===== config.mk =====
export PLATFORM = sky130hd
export DESIGN_NAME = touch_scan_scheduler
export DESIGN_NICKNAME = d
export VERILOG_FILES = /design/src/rtl/touch_scan_scheduler_pkg.sv /design/src/rtl/touch_axis_avg.sv /design/src/rtl/touch_scan_scheduler.sv
export SDC_FILE = /design/constraint.sdc
export NUM_CORES = 1
export LEC_CHECK = 0
export BUFFER_PORTS_ARGS = -buffer_cell sky130_fd_sc_hd__buf_2
export CAP_MARGIN = 30
export CORE_UTILIZATION = 45
export CTS_BUF_LIST = sky130_fd_sc_hd__clkbuf_4
export CTS_CLUSTER_DIAMETER = 120
export CTS_CLUSTER_SIZE = 20
export DETAILED_ROUTE_END_ITERATION = 10
export GPL_TIMING_DRIVEN = 0
export MAX_ROUTING_LAYER = met4
export PLACE_DENSITY = 0.61
export SLEW_MARGIN = 20
export SYNTH_ARGS = -nofsm -noshare
export SYNTH_HDL_FRONTEND = slang
export SYNTH_SLANG_ARGS = --single-unit

===== constraint.sdc =====
create_clock -name cclk -period 3 [get_ports cclk]
set_input_delay 0.6 -clock cclk [delete_from_list [all_inputs] [get_ports cclk]]
set_output_delay 0.6 -clock cclk [all_outputs]
set_load 0.02 [all_outputs]

===== src/rtl/touch_scan_scheduler_pkg.sv =====
// Shared definitions for the touchpad scan scheduler: control-byte layout,
// axis codes, calibration limits, reset coordinate and FSM state encoding.
// Optional feature macro used by the design: TOUCH_CAL_EN (calibrated x/y).
`ifndef TOUCH_SCAN_SCHEDULER_PKG_SV
`define TOUCH_SCAN_SCHEDULER_PKG_SV

package touch_scan_scheduler_pkg;

    localparam int unsigned DATA_W = 12;
    localparam int unsigned CMD_W  = 8;

    // Axis select codes carried in control-byte bits [2:1]
    localparam logic [1:0] AXIS_X = 2'b01;
    localparam logic [1:0] AXIS_Y = 2'b00;
    localparam logic [1:0] AXIS_Z = 2'b10;

    // Fixed control-byte fields
    localparam logic       CMD_START = 1'b1;
    localparam logic       CMD_REF   = 1'b1;
    localparam logic [1:0] CMD_MODE  = 2'b00;
    localparam logic [1:0] CMD_PWR   = 2'b11;

    // Calibration window (offset subtracted, then upper clamp)
    localparam logic [DATA_W-1:0] CAL_X_MIN = 12'h096;
    localparam logic [DATA_W-1:0] CAL_X_MAX = 12'hF6E;
    localparam logic [DATA_W-1:0] CAL_Y_MIN = 12'h12C;
    localparam logic [DATA_W-1:0] CAL_Y_MAX = 12'hED8;

    localparam logic [DATA_W-1:0] RESET_COORD = 12'd1000;

    // Control byte sent to the transaction engine
    typedef struct packed {
        logic [1:0] pwr;
        logic [1:0] mode;
        logic       ref_sel;
        logic [1:0] axis;
        logic       start;
    } txn_cmd_t;

    typedef enum logic [2:0] {
        ST_IDLE,
        ST_ISSUE,
        ST_WAIT,
        ST_PUBLISH,
        ST_GAP
    } state_t;

    function automatic txn_cmd_t make_cmd(input logic [1:0] axis);
        txn_cmd_t c;
        c.pwr     = CMD_PWR;
        c.mode    = CMD_MODE;
        c.ref_sel = CMD_REF;
        c.axis    = axis;
        c.start   = CMD_START;
        return c;
    endfunction

    // Saturating subtract of the offset, then clamp to the upper limit
    function automatic logic [DATA_W-1:0] cal_clamp(input logic [DATA_W-1:0] v,
                                                    input logic [DATA_W-1:0] off,
                                                    input logic [DATA_W-1:0] hi);
        logic [DATA_W-1:0] d;
        d = (v > off) ? (v - off) : '0;
        return (d > hi) ? hi : d;
    endfunction

endpackage

`endif


===== src/rtl/touch_axis_avg.sv =====
// Per-axis sample averager: counts samples, drops the leading DISCARD
// samples, sums the following 2^REPS_LOG2 and reports the truncated mean.
// Ports:
//   cclk, rstb      clock, async active-low reset
//   clear           restart the axis (wins over sample_en)
//   sample_en       a sample is presented on sample this cycle
//   sample          12-bit conversion result
//   last_c          this sample completes the axis (combinational)
//   avg_c           mean including the current sample (combinational)
module touch_axis_avg
    import touch_scan_scheduler_pkg::*;
#(
    parameter int unsigned REPS_LOG2 = 2,
    parameter int unsigned DISCARD   = 1
) (
    input  logic              cclk,
    input  logic              rstb,
    input  logic              clear,
    input  logic              sample_en,
    input  logic [DATA_W-1:0] sample,
    output logic              last_c,
    output logic [DATA_W-1:0] avg_c
);

    localparam int unsigned TOTAL = DISCARD + (32'd1 << REPS_LOG2);
    localparam int unsigned CNT_W = $clog2(TOTAL + 1);
    localparam int unsigned ACC_W = DATA_W + REPS_LOG2;

    logic [CNT_W-1:0] count;
    logic [ACC_W-1:0] acc;
    logic [CNT_W-1:0] count_inc;
    logic             keep;
    logic [ACC_W-1:0] acc_sum;

    // Running sum including the sample on the bus, so the final mean is
    // available in the same cycle as the last done
    always_comb begin
        count_inc = count + CNT_W'(1);
        keep      = (count_inc > CNT_W'(DISCARD));
        acc_sum   = keep ? (acc + ACC_W'(sample)) : acc;
        last_c    = sample_en && (count_inc == CNT_W'(TOTAL));
        avg_c     = DATA_W'(acc_sum >> REPS_LOG2);
    end

    always_ff @(posedge cclk or negedge rstb) begin
        if (!rstb) begin
            count <= '0;
            acc   <= '0;
        end else if (clear) begin
            count <= '0;
            acc   <= '0;
        end else if (sample_en) begin
            count <= count_inc;
            acc   <= acc_sum;
        end
    end

endmodule


===== src/rtl/touch_scan_scheduler.sv =====
// Touchpad scan scheduler: issues X->Y->Z conversion transactions to the SPI
// engine over a req/done handshake, averages each axis, gates X/Y on
// pen-down and publishes registered coordinates with a one-cycle strobe.
// Optional macro TOUCH_CAL_EN: offset/clamp calibration of x and y.
// Ports:
//   cclk, rstb          clock, async active-low reset
//   enable              run scans while high
//   txn_req, txn_cmd    request level and control byte to the engine
//   txn_done, txn_rdata completion pulse and 12-bit result from the engine
//   x, y, z, pen_down   published coordinates and pen state
//   sample_valid        one-cycle strobe with each publish
//   timeout_err         one-cycle strobe when a transaction is abandoned
//   busy                high whenever the scheduler is not idle
module touch_scan_scheduler
    import touch_scan_scheduler_pkg::*;
#(
    parameter int unsigned       REPS_LOG2 = 2,
    parameter int unsigned       DISCARD   = 1,
    parameter int unsigned       SCAN_GAP  = 5000,
    parameter int unsigned       TIMEOUT   = 4096,
    parameter logic [DATA_W-1:0] Z_THRESH  = 12'h080
) (
    input  logic              cclk,
    input  logic              rstb,
    input  logic              enable,
    output logic              txn_req,
    output logic [CMD_W-1:0]  txn_cmd,
    input  logic              txn_done,
    input  logic [DATA_W-1:0] txn_rdata,
    output logic [DATA_W-1:0] x,
    output logic [DATA_W-1:0] y,
    output logic [DATA_W-1:0] z,
    output logic              pen_down,
    output logic              sample_valid,
    output logic              timeout_err,
    output logic              busy
);

    localparam int unsigned TMO_W = $clog2(TIMEOUT + 1);
    localparam int unsigned GAP_W = $clog2(SCAN_GAP + 1);

    state_t            state, state_d;
    logic [1:0]        axis, axis_d;
    logic [TMO_W-1:0]  tmo_cnt, tmo_cnt_d;
    logic [GAP_W-1:0]  gap_cnt, gap_cnt_d;
    logic [DATA_W-1:0] x_avg, x_avg_d, y_avg, y_avg_d, z_avg, z_avg_d;
    logic [DATA_W-1:0] x_d, y_d, z_d;
    logic [CMD_W-1:0]  txn_cmd_d;
    logic              txn_req_d, pen_down_d, sample_valid_d, timeout_err_d, busy_d;

    logic              avg_clear, avg_en, avg_last;
    logic [DATA_W-1:0] avg_val;
    logic [DATA_W-1:0] x_pub, y_pub;

    touch_axis_avg #(
        .REPS_LOG2 (REPS_LOG2),
        .DISCARD   (DISCARD)
    ) u_avg (
        .cclk      (cclk),
        .rstb      (rstb),
        .clear     (avg_clear),
        .sample_en (avg_en),
        .sample    (txn_rdata),
        .last_c    (avg_last),
        .avg_c     (avg_val)
    );

    // Values presented for x/y on a pen-down publish
`ifdef TOUCH_CAL_EN
    always_comb begin
        x_pub = cal_clamp(x_avg, CAL_X_MIN, CAL_X_MAX);
        y_pub = cal_clamp(y_avg, CAL_Y_MIN, CAL_Y_MAX);
    end
`else
    always_comb begin
        x_pub = x_avg;
        y_pub = y_avg;
    end
`endif

    // State and all registered outputs
    always_ff @(posedge cclk or negedge rstb) begin
        if (!rstb) begin
            state        <= ST_IDLE;
            axis         <= AXIS_X;
            tmo_cnt      <= '0;
            gap_cnt      <= '0;
            x_avg        <= '0;
            y_avg        <= '0;
            z_avg        <= '0;
            x            <= RESET_COORD;
            y            <= RESET_COORD;
            z            <= RESET_COORD;
            txn_cmd      <= '0;
            txn_req      <= 1'b0;
            pen_down     <= 1'b0;
            sample_valid <= 1'b0;
            timeout_err  <= 1'b0;
            busy         <= 1'b0;
        end else begin
            state        <= state_d;
            axis         <= axis_d;
            tmo_cnt      <= tmo_cnt_d;
            gap_cnt      <= gap_cnt_d;
            x_avg        <= x_avg_d;
            y_avg        <= y_avg_d;
            z_avg        <= z_avg_d;
            x            <= x_d;
            y            <= y_d;
            z            <= z_d;
            txn_cmd      <= txn_cmd_d;
            txn_req      <= txn_req_d;
            pen_down     <= pen_down_d;
            sample_valid <= sample_valid_d;
            timeout_err  <= timeout_err_d;
            busy         <= busy_d;
        end
    end

    // Next-state and next-output logic
    always_comb begin
        state_d        = state;
        axis_d         = axis;
        tmo_cnt_d      = tmo_cnt;
        gap_cnt_d      = gap_cnt;
        x_avg_d        = x_avg;
        y_avg_d        = y_avg;
        z_avg_d        = z_avg;
        x_d            = x;
        y_d            = y;
        z_d            = z;
        txn_cmd_d      = txn_cmd;
        txn_req_d      = txn_req;
        pen_down_d     = pen_down;
        sample_valid_d = 1'b0;
        timeout_err_d  = 1'b0;
        avg_clear      = 1'b0;
        avg_en         = 1'b0;

        case (state)
            ST_IDLE: begin
                avg_clear = 1'b1;
                if (enable) begin
                    axis_d  = AXIS_X;
                    state_d = ST_ISSUE;
                end
            end

            ST_ISSUE: begin
                txn_cmd_d = make_cmd(axis);
                txn_req_d = 1'b1;
                tmo_cnt_d = '0;
                state_d   = ST_WAIT;
            end

            ST_WAIT: begin
                tmo_cnt_d = tmo_cnt + TMO_W'(1);
                // done is checked first so it wins over a same-cycle timeout
                if (txn_done) begin
                    txn_req_d = 1'b0;
                    if (!enable) begin
                        avg_clear = 1'b1;
                        state_d   = ST_IDLE;
                    end else begin
                        avg_en = 1'b1;
                        if (avg_last) begin
                            avg_clear = 1'b1;
                            case (axis)
                                AXIS_X: begin
                                    x_avg_d = avg_val;
                                    axis_d  = AXIS_Y;
                                    state_d = ST_ISSUE;
                                end
                                AXIS_Y: begin
                                    y_avg_d = avg_val;
                                    axis_d  = AXIS_Z;
                                    state_d = ST_ISSUE;
                                end
                                default: begin
                                    z_avg_d = avg_val;
                                    state_d = ST_PUBLISH;
                                end
                            endcase
                        end else begin
                            state_d = ST_ISSUE;
                        end
                    end
                end else if (tmo_cnt == TMO_W'(TIMEOUT - 1)) begin
                    txn_req_d     = 1'b0;
                    timeout_err_d = 1'b1;
                    avg_clear     = 1'b1;
                    gap_cnt_d     = '0;
                    state_d       = ST_GAP;
                end
            end

            ST_PUBLISH: begin
                avg_clear      = 1'b1;
                sample_valid_d = 1'b1;
                z_d            = z_avg;
                if (z_avg >= Z_THRESH) begin
                    x_d        = x_pub;
                    y_d        = y_pub;
                    pen_down_d = 1'b1;
                end else begin
                    pen_down_d = 1'b0;
                end
                gap_cnt_d = '0;
                state_d   = ST_GAP;
            end

            ST_GAP: begin
                avg_clear = 1'b1;
                gap_cnt_d = gap_cnt + GAP_W'(1);
                if (gap_cnt == GAP_W'(SCAN_GAP - 1)) begin
                    gap_cnt_d = '0;
                    if (enable) begin
                        axis_d  = AXIS_X;
                        state_d = ST_ISSUE;
                    end else begin
                        state_d = ST_IDLE;
                    end
                end
            end

            default: begin
                txn_req_d = 1'b0;
                state_d   = ST_IDLE;
            end
        endcase

        busy_d = (state_d != ST_IDLE);
    end

endmodule


# ---- After elaboration in Yosys (flattened, before gate mapping)
# Index checks and enable logic that the tools add are counted.
dict set report op_classes {
  n_lt_le_gt_ge 2
  eq_ne 16
  add_sub_neg 4
  bitwise 2
  n_mux 41
  n_reduce_logical 19
}
# cell n
set op_table {}
lappend op_table {{$mux 14} 3}
lappend op_table {{$mux 13} 3}
lappend op_table {{$pmux 13 s3} 1}
lappend op_table {{$add 13x1->13 const B} 2}
lappend op_table {{$pmux 13 s2} 1}
lappend op_table {{$mux 3} 8}
lappend op_table {{$pmux 3 s5} 1}
lappend op_table {{$reduce_and 5->1} 3}
lappend op_table {{$add 14x12->14} 1}
lappend op_table {{$mux 1} 14}
lappend op_table {{$eq 13x12->1 const B} 1}
lappend op_table {{$eq 13x13->1 const B} 1}
lappend op_table {{$ge 12x8->1 const B} 1}
lappend op_table {{$mux 2} 6}
lappend op_table {{$ne 2x2->1 const B} 6}
lappend op_table {{$reduce_bool 3->1} 3}
lappend op_table {{$eq 3x2->1 const B} 2}
lappend op_table {{$eq 3x3->1 const B} 2}
lappend op_table {{$pmux 2 s3} 1}
lappend op_table {{$reduce_and 2->1} 3}
lappend op_table {{$reduce_and 6->1} 1}
lappend op_table {{$reduce_bool 2->1} 3}
lappend op_table {{$pmux 2 s2} 1}
lappend op_table {{$add 3x1->3 const B} 1}
lappend op_table {{other kinds (14)} 15}
dict set report totals {
  out_inout_bits 49
  inputBits 16
  ff_bits 129
  wordCells 103
}

# ---- Longest topological paths before layout
dict set report depth {
  depth_word 10
  mapped_depth 9
  depth_no_buf 9
}

# ---- Hierarchy
# A second synthesis with hierarchy kept.
dict set report unflattened {
  cells_unflattened 613
  hier_area_um2 6515.0
}
# mod area_per_inst_um2 cells_per_inst instances seq_area_each_um2
set modules_own_cells {}
lappend modules_own_cells {touch_scan_scheduler 4740.8 386 1 2801.4}
lappend modules_own_cells {touch_axis_avg 1774.2 227 1 425.4}

# ---- Worst setup path before layout
# OpenSTA, ideal clock, no wires.
dict set report synth_path {
  path_type {input-to-reg}
  from {input txn_rdata[0]}
  to {register x_avg[10]}
  path_stages 9
  arrival_ps 2246
  required_ps 2865
  setup_slack_ps 619
  setup_time_ps 135
  path_buffers 0
  cell_sequence {ha_1 inv_1 fa_1 nor2b_1 o2111ai_1 a211oi_1 o21ai_0 mux2i_1 o211ai_1}
}
dict set report synth_between {
  elab_chain_cells 2
}
# element line_no
set synth_lines {}
lappend synth_lines {{from (decl)} touch_scan_scheduler.sv:29} ;# input logic [DATA_W-1:0] txn_rdata,
lappend synth_lines {{$add 14x12->14} touch_axis_avg.sv:40} ;# acc_sum = keep ? (acc + ACC_W'(sample)) : acc;
lappend synth_lines {{$mux 14} touch_axis_avg.sv:40}
lappend synth_lines {{to (signal assigned)} touch_scan_scheduler.sv:105} ;# x_avg <= x_avg_d;
lappend synth_lines {{to (decl)} touch_scan_scheduler.sv:46} ;# logic [DATA_W-1:0] x_avg, x_avg_d, y_avg, y_avg_d, z_avg, z_avg_d;
# Every way passes these cells. The select of a mux whose other input is x is not followed.
# A chain may end at the register's enable or synchronous reset.

# ---- Worst setup path after layout
dict set report layout_path {
  from {register u_avg.count[0]}
  to {register u_avg.acc[11]}
}
dict set report layout_between {
  elab_chain_cells 8
  elab_cells_between_ends 12
  cone_classes {add/sub: 1; order compare: 1; eq/ne: 1; mux: 7; reduce/logical: 2}
}
# element line_no
set layout_lines {}
lappend layout_lines {{from (decl)} touch_axis_avg.sv:29} ;# logic [CNT_W-1:0] count;
lappend layout_lines {{from (signal assigned)} touch_axis_avg.sv:53} ;# count <= count_inc;
lappend layout_lines {{$add 3x1->3 *} touch_axis_avg.sv:38} ;# count_inc = count + CNT_W'(1);
lappend layout_lines {{$eq 3x3->1} touch_axis_avg.sv:41} ;# last_c = sample_en && (count_inc == CNT_W'(TOTAL));
lappend layout_lines {{$logic_and 1x1->1} touch_axis_avg.sv:41}
lappend layout_lines {{$mux 1} touch_scan_scheduler.sv:166} ;# if (avg_last) begin
lappend layout_lines {{$mux 1} touch_scan_scheduler.sv:161} ;# if (!enable) begin
lappend layout_lines {{$mux 1} touch_scan_scheduler.sv:159} ;# if (txn_done) begin
lappend layout_lines {{$pmux 1 s2} touch_scan_scheduler.sv:140} ;# case (state)
lappend layout_lines {{$mux 14 / $reduce_bool 2->1 (equally long branches)} -}
lappend layout_lines {{to (signal assigned)} touch_axis_avg.sv:54} ;# acc <= acc_sum;
lappend layout_lines {{to (decl)} touch_axis_avg.sv:30} ;# logic [ACC_W-1:0] acc;
# Mark *: on every way between the ends. The rest lies on a longest branch, timed or not. The select of a mux whose other input is x is not followed.

==> impl_metrics.py <==
metrics = {
    "critical_path": {
        "startpoint": "u_avg.count[0]$_DFFE_PN0P_",
        "critPathRequiredTime_ns": 3.47,
        "arrival_ns": 3.08,
        "reg2reg_from": "u_avg.count[0]$_DFFE_PN0P_",
        "critPathKind": "flip-flop to flip-flop",
        "critPathCaptureType": "flip-flop",
        "crit_fanout": 10,
        "start_kind": "flip-flop",
    },
    "die": {
        "dieWidth_um": 118.5,
        "rows": 42,
        "io_pins": 65,
        "die_area_um2": 14050,
        "die_h_um": 118.5,
        "coreArea_um2": 13240,
        "initial_utilization_pct": 46.15,
    },
    "timing": {
        "final_max_slew_viol_count": 0,
        "setup_viol": 0,
        "fin_skew_ns": 0.02421,
        "maxClockFrequency_ghz": 0.3843,
        "rsz0062_at_grt": "false",
        "maxSlewHeadroom_pct": 46.65,
        "tightest_slew_ns": 0.7949,
        "fin_crit_sh_pct": 86.73,
        "final_hold_viol_count": 0,
        "min_period_ns": 2.602,
        "tns_ns": 0,
    },
    "power": {
        "ir_drop_mv": 0.3764,
        "p_per_area_nw_per_um2": 567.4,
        "cellLeakagePower_uw": 0.003339,
    },
    "detailed_routing": {
        "routedWlPerCell_um": 15.30,
        "vias_per_cell": 5.372,
        "drcViolationCount": 0,
        "drt_iter0_markers": 293,
        "route.vias.total": 4749,
        "postRouteAntennaNets": 0,
        "drt-total-wl_um": 13530,
        "dr.pass1.iters": 5,
    },
    "logic_synthesis": {
        "async_flop_share_pct": 100.0,
        "ys.flop_type": "dfrtp_1",
        "synth_cell_types": 57,
        "ys_ff_latch": 128,
        "yosys_warnings": 0,
        "synth-edff-count": 0,
        "yosysTopAreaCell": "dfrtp_1",
        "synth_top_cell_area_share_pct": 44.64,
        "netlist_instances": 610,
        "synthesis.area_um2": 6111,
        "synthTopCellsByArea": "dfrtp_1 (45%), dfstp_2 (8.2%), nand2_1 (7.6%)",
        "avgSynthCellArea_um2": 10.02,
        "seq_area_frac_synth_pct": 52.81,
    },
    "cells_and_area": {
        "nFillCells": 1265,
        "final_cell_mix": "nand2_1 (124), dfrtp_1 (109), buf_2 (71)",
        "drive_gt1_share_pct": 24.19,
        "syn_to_final_growth_pct": 15.29,
        "final_nets": 727,
        "final_common_cell": "nand2_1",
        "utilization_pct": 53.20,
        "design_area_um2": 7046,
    },
    "clock_tree": {
        "clockBufferDepth": 2,
        "path_clk_slew_ns": 0.12,
        "cts_resized": 0,
        "clock_sinks": 128,
        "clockRootBuffer": "clkbuf_4",
        "clk_latency_ns": 0.54,
        "cts_buffers": 17,
        "cts_tree": "done",
        "h-tree-depth": 4,
        "cts_setup_buffers": 0,
    },
    "place": {
        "place_area_um2": 6683,
        "place_hpwl_um": 9705,
        "routabilityCongestion": 0.7999,
        "port_buffers": 62,
    },
    "grt": {
        "grt_max_degree": 79,
        "grtUsageTotal_pct": 20.75,
        "grt_first_pass_wirelength_um": 22070,
        "grt_antenna_before_repair": 1,
        "grt_pass1_vias": 4486,
        "overflow": 0,
    },
    "min_path": {
        "hold_start": "enable",
        "worstHoldPathType": "input port to flip-flop",
    },
    "run": {
        "drv_cap": 0,
    },
    "status": {
        "outcome": "complete, no violations",
    },
}
## Yosys cell counts, types with 4 or more instances
| cell | number |
|---|---|
| nand2_1 | 124 |
| dfrtp_1 | 109 |
| o21ai_0 | 48 |
| mux2_2 | 29 |
| a21oi_1 | 24 |
| nor2_1 | 22 |
| nand3_1 | 20 |
| dfstp_2 | 19 |
| ha_1 | 16 |
| clkbuf_1 | 15 |
| inv_1 | 14 |
| o21ai_1 | 14 |
| a31oi_1 | 10 |
| buf_2 | 10 |
| nand4_1 | 10 |
| o31ai_1 | 10 |
| mux2i_1 | 9 |
| a21o_1 | 7 |
| and3_1 | 7 |
| nor3_1 | 7 |
| o211ai_1 | 7 |
| xor2_1 | 7 |
| buf_4 | 6 |
| nor2b_1 | 6 |
| xnor2_1 | 6 |
| a211oi_1 | 5 |
| or3_1 | 4 |
## where the power goes
part,internal (µW),switching [µW]
Sequential,1810,92.8
Combinational,228,451
Clock,754,661
Total,2790,1200
## worst max-delay path: stages, from the launching register on
cell      delay (ns)
dfrtp_1         0.44
ha_1            0.24
xor2_1          0.31
o21ba_2         0.21
clkbuf_1        0.20
nor2_1          0.52
buf_2           0.36
nand3_1         0.11
a21oi_1         0.15
## metrics by stage
| stage | instances | hold WS [ns] | setup slack [ns] | total power [µW] |
|---|---|---|---|---|
| floorplan | 611 | 0.3044 | 0.6191 | 2383 |
| global placement | 849 | 0.4496 | -0.3166 | 2591 |
| detailed placement | 850 | 0.4500 | 0.1585 | 2618 |
| CTS | 883 | 0.3664 | 0.3781 | 4038 |
| global route | 884 | 0.3898 | 0.1532 | 4201 |
| finish | 884 | 0.4084 | 0.3980 | 3997 |
## registers in the layout (all words and copies together), names as in the netlist, 2 cells and up
signal	cells
z	12
y_avg	12
x_avg	12
axis	2
x	12
tmo_cnt	13
txn_cmd	3
state	3
y	12
z_avg	12
gap_cnt	13
u_avg.count	3
u_avg.acc	14
## kinds of logic (layout without fill, tap and decap cells)
| logic type | count (synthesis) | count (layout) | synth area share [%] |
|---|---|---|---|
| AO/OA/AOI/OAI | 140 | 140 | 13.74 |
| adder cells (fa/ha/maj) | 17 | 17 | 3.604 |
| AND/OR/NAND/NOR | 226 | 226 | 17.53 |
| buffers and inverters | 47 | 143 | 3.583 |
| other | 1 | 3 | 0.06137 |
| XOR/XNOR | 13 | 13 | 1.863 |
| flip-flops | 128 | 128 | 52.81 |
| multiplexers | 38 | 38 | 6.818 |
## final timing paths
path,endpoint,slack [ns],cells after the start
worst min register to register,z[6]$_DFFE_PN1P_,0.46,2
worst max register to register,u_avg.acc[11]$_DFFE_PN0P_,0.40,8
worst min-delay path,axis[0]$_DFFE_PN1P_,0.41,3
max in group asynchronous,y[7]$_DFFE_PN1P_,1.70,3
min in group asynchronous,gap_cnt[5]$_DFFE_PN0P_,0.56,2
worst max-delay path,u_avg.acc[11]$_DFFE_PN0P_,0.40,8
## per-layer routing
layer | vias up | routed length (µm) | global-route usage (%) | part of all wire, %
li1 | 2310 | - | - | -
met1 | 2318 | 6572 | 28.24 | 49
met2 | 103 | 6181 | 30.19 | 46
met3 | 18 | 487 | 4.537 | 3.6
met4 | 0 | 283 | 8.228 | 2.1
met5 | - | 0 | - | 0
## cell type report
cell class / count / area, µm² / area share [%]
Antenna cell: 1 / 2.502 / 0.03552
Buffer: 33 / 166.4 / 2.362
Clock buffer: 18 / 135.1 / 1.918
Clock inverter: 14 / 215.2 / 3.055
Inverter: 14 / 52.55 / 0.7459
Multi-Input combinational cell: 436 / 2669 / 37.88
Sequential cell: 128 / 3227 / 45.80
Tap cell: 176 / 220.2 / 3.126
Timing Repair Buffer: 64 / 357.8 / 5.079
## timing repair
item                                    4_1_cts  5_1_grt
hold buffers                                  1        0
endpoints found under the setup margin        0        0
hold endpoints to repair                     49        0
No activity file was read; power rests on OpenSTA's default activity.
